===== config.mk =====
export PLATFORM = sky130hd
export DESIGN_NAME = skid_buffer
export DESIGN_NICKNAME = d
export VERILOG_FILES = /design/src/rtl/skid_buffer.sv
export SDC_FILE = /design/constraint.sdc
export NUM_CORES = 1
export LEC_CHECK = 0
export CAP_MARGIN = 20
export CORE_AREA = 5 5 54 56
export DETAILED_ROUTE_END_ITERATION = 8
export DIE_AREA = 0 0 59 61
export PLACE_DENSITY = 0.71
export SLEW_MARGIN = 10
export SYNTH_ARGS = -nofsm -noshare
export SYNTH_HDL_FRONTEND = slang
export SYNTH_SLANG_ARGS = --single-unit

===== constraint.sdc =====
create_clock -name clk -period 1.55 [get_ports clk]
set_clock_uncertainty 0.05 [all_clocks]
set_input_delay 0.2325 -clock clk [delete_from_list [all_inputs] [get_ports clk]]
set_output_delay 0.2325 -clock clk [all_outputs]
set_load 0.03 [all_outputs]

===== src/rtl/skid_buffer.sv =====
// Two-entry valid/ready register slice with fully registered ready and data; 1-cycle latency, 1 word/cycle.
// Stalls absorb one word in the skid register; define SKID_BUFFER_FLUSH_EN to add the Flush input.
module skid_buffer #(
    parameter int WIDTH = 8
) (
    input  logic             clk,
    input  logic             reset,
    input  logic             InValid,
    output logic             InReady,
    input  logic [WIDTH-1:0] InData,
    output logic             OutValid,
    input  logic             OutReady,
    output logic [WIDTH-1:0] OutData,
`ifdef SKID_BUFFER_FLUSH_EN
    input  logic             Flush,
`endif
    output logic [1:0]       Occupancy
);

    typedef enum logic [1:0] {
        EMPTY = 2'd0,
        BUSY  = 2'd1,
        FULL  = 2'd2
    } state_t;

    state_t           state_q, state_d;
    logic [WIDTH-1:0] out_q, out_d;
    logic [WIDTH-1:0] skid_q, skid_d;
    logic             flush_w;
    logic             in_xfer;
    logic             out_xfer;

`ifdef SKID_BUFFER_FLUSH_EN
    assign flush_w = Flush;
`else
    assign flush_w = 1'b0;
`endif

    assign in_xfer  = InValid & InReady;
    assign out_xfer = OutValid & OutReady;

    always_ff @(posedge clk) begin
        if (reset) begin
            state_q <= EMPTY;
            out_q   <= '0;
            skid_q  <= '0;
        end else begin
            state_q <= state_d;
            out_q   <= out_d;
            skid_q  <= skid_d;
        end
    end

    always_comb begin
        state_d = state_q;
        out_d   = out_q;
        skid_d  = skid_q;
        case (state_q)
            EMPTY: begin
                if (in_xfer) begin
                    state_d = BUSY;
                    out_d   = InData;
                end
            end
            BUSY: begin
                if (in_xfer && out_xfer) begin
                    out_d   = InData;
                end else if (in_xfer) begin
                    state_d = FULL;
                    skid_d  = InData;
                end else if (out_xfer) begin
                    state_d = EMPTY;
                end
            end
            FULL: begin
                if (out_xfer) begin
                    state_d = BUSY;
                    out_d   = skid_q;
                end
            end
            default: state_d = EMPTY;
        endcase
        // Flush only needs to kill the state; stale data words are harmless once invalid.
        if (flush_w) begin
            state_d = EMPTY;
        end
    end

    always_comb begin
        InReady   = (state_q != FULL) & ~reset;
        OutValid  = (state_q != EMPTY);
        OutData   = out_q;
        case (state_q)
            EMPTY:   Occupancy = 2'd0;
            BUSY:    Occupancy = 2'd1;
            FULL:    Occupancy = 2'd2;
            default: Occupancy = 2'd0;
        endcase
    end

endmodule


==> flow_summary.ini <==
[clock_tree]
cts_buffer_depth = 2
ctsHoldBuffers = 0
ctsRootBufferMaster = clkbuf_4
cts_tree = built
numCtsBuffers = 3
clk_latency_ns = 0.29
path_clk_slew_ns = 0.10
clkSinkCount = 18
htree_levels = 1

[power_and_ir_drop]
p_leak_nw = 0.560
switchingPower_uw = 308
max-vdd-ir-drop_v = 0.000393
powerDensity_nw_per_um2 = 756
intPower_uw = 713
pwr-share-comb = 0.284
power_frac_clock = 0.225
power_switching_share = 0.301
pwr-share-seq = 0.491

[sta]
fin_ws_ns = 0.0604
setup_viol = 0
max_slew.worst_pin.slew_ns = 0.366
period_minus_slack_ns = 1.49
layout_worst_path_cycle_share = 0.961
fmax_ghz = 0.671
timing.final.max_slew_violations = 0
maxSlewHeadroom = 0.754
hold_viol = 0

[setup_path]
crit_start = state_q[0]
crit_top_cell = buf_6
critPathKind = flip-flop to output port
cp_cell_sequence = buf_6 -> nand2b_4 -> clkinv_8 -> nor2_4 -> buf_6
cp.arrival_ns = 1.21
required_ns = 1.27
end_kind = output port
slowest_stage = dfxtp_4
max_stage_delay_ns = 0.38
critPathBufInv = 3
cp-start-kind = flip-flop
cp_top_family = flip-flops
critPathMaxFanout = 6
r2r_start = state_q[1]

[final_layout]
drive_gt1_frac = 0.333
finalNetCount = 155
syn_to_final_growth_pct = 43.5
fin_area_um2 = 1350
n_antenna_cell = 0

[grt]
first_global_vias = 872
grt_usage = 0.144
grt_overflow = 0
grt_pass1_wl_um = 3900
grt_max_degree = 16
antenna_found_initial = 0

[synth]
ys_seq_area_frac = 0.383
ys_types = 26
yosysTopAreaCell = dfxtp_1
synth_commonest_cells = dfxtp_1, nand2_1, a21oi_1
synth_seq_cells = 18
synth_ff_type = dfxtp_1
synth_area_leaders = dfxtp_1, a311oi_2, nand2_1, nor4_1, a21oi_1
yosysTopAreaCellShare = 0.383
syn-cell-area_um2 = 941
async_reset_ff_frac = 0
syn_nets = 117
syn_inst = 105
postSynthAreaPerCell_um2 = 8.96
synth_edf_count = 0
yosys_warnings = 0
yosysMostFrequentCell = dfxtp_1

[drt]
ant_nets = 0
wl_per_cell_um = 13.6
wirelength_um = 2330
num_vias = 921
drc_errors = 0
vias_per_cell = 5.39
drt_first_pass_iters = 4
first_iter_violations = 22

[place]
place_ws_ns = -0.312
dpl_cell_area_um2 = 1240
post-dp-hpwl_um = 1770
port_buffers = 23
place_congestion = 0.777

[run]
drv_cap = 0

[floorplan]
start_util = 0.394
dieArea_um2 = 3600
die_x_um = 59
rows = 18
die_h_um = 61
io_pins = 24
core_um2 = 2390

[hold_path]
min-delay-start = reset
hold_class = input pin to flip-flop

[outcome]
outcome = finished, final reports clean
==> power by group through the flow <==
stage / Sequential [mW] / Clock [mW] / Combinational, mW
5_1_grt: 0.505 / 0.262 / 0.312
3_5_place_dp: 0.515 / 0 / 0.290
3_3_place_gp: 0.514 / 0 / 0.285
2_1_floorplan: 0.549 / 0 / 0.142
4_1_cts: 0.504 / 0.237 / 0.283
6_report: 0.501 / 0.230 / 0.290
==> path summary, 6_finish.rpt <==
| check | end | slack, ns | cells past startpoint |
|---|---|---|---|
| worst min-delay path | state_q[1] | 0.40 | 3 |
| worst min register to register | skid_q[0] | 0.43 | 2 |
| worst max register to register | OutData[7] | 0.07 | 5 |
| worst max-delay path | InReady | 0.06 | 5 |
==> flip-flops by register name (all words and copies together) (netlist names) <==
register,cells
skid_q,8
state_q,2
OutData,8
==> logic make-up after synthesis <==
kind of cell,share of synthesized area
buf+inv,0.0758
flops,0.383
mux,0.0106
compound gates,0.238
simple gates,0.293
==> cell usage in the layout (no fill, tap or decap), types with 8 or more instances in the layout <==
| cell | instances |
|---|---|
| dfxtp_1 | 16 |
| nand3_1 | 8 |
| nand2_1 | 17 |
| clkdlybuf4s50_1 | 9 |
| nor4_1 | 8 |
| a21oi_1 | 9 |
| buf_4 | 22 |
| dlygate4sd2_1 | 8 |
| a311oi_2 | 8 |
| o21ai_0 | 8 |
==> per-stage QoR <==
stage | hold WS, ns | utilization | power, mW | TNS, ns | cells
global placement | 0.412 | 0.518 | 0.799 | -3.78 | 161
detailed placement | 0.416 | 0.518 | 0.805 | -4.71 | 161
finish | 0.402 | 0.566 | 1.02 | 0 | 171
global route | 0.422 | 0.566 | 1.08 | -0.00507 | 171
CTS | 0.431 | 0.539 | 1.02 | 0 | 164
floorplan | 0.330 | - | 0.691 | 0 | 105
==> per-layer routing <==
layer | vias up | share of wire | GRT usage
met1 | 435 | 0.40 | 0.162
met4 | 0 | 0.021 | 0.0874
met2 | 20 | 0.54 | 0.254
li1 | 462 | - | -
met5 | - | 0 | 0
met3 | 4 | 0.034 | 0.0255
==> worst register-to-register path: cells and delay by family, from the launching register on <==
kind / cells / cell delay [ns]
and+or+nand+nor: 2 / 0.41
DFF: 1 / 0.40
buffers and inverters: 2 / 0.32
AOI/OAI and AO/OA: 1 / 0.20
==> repair_timing <==
| item | in CTS | in global routing |
|---|---|---|
| endpoints found under the hold margin | 0 | 0 |
| setup buffers | 0 | 7 |
| endpoints found under the setup margin | 11 | 18 |
| gates resized for setup | 17 | 4 |
==> cell type report <==
type,count,area [um^2]
clock buffers,3,22.5
well taps,30,37.5
multi-input cells,76,533
inverters,1,16.3
repair buffers,43,373
fillers,220,1040
flip-flops and latches,18,368
No activity file was read; power rests on OpenSTA's default activity.
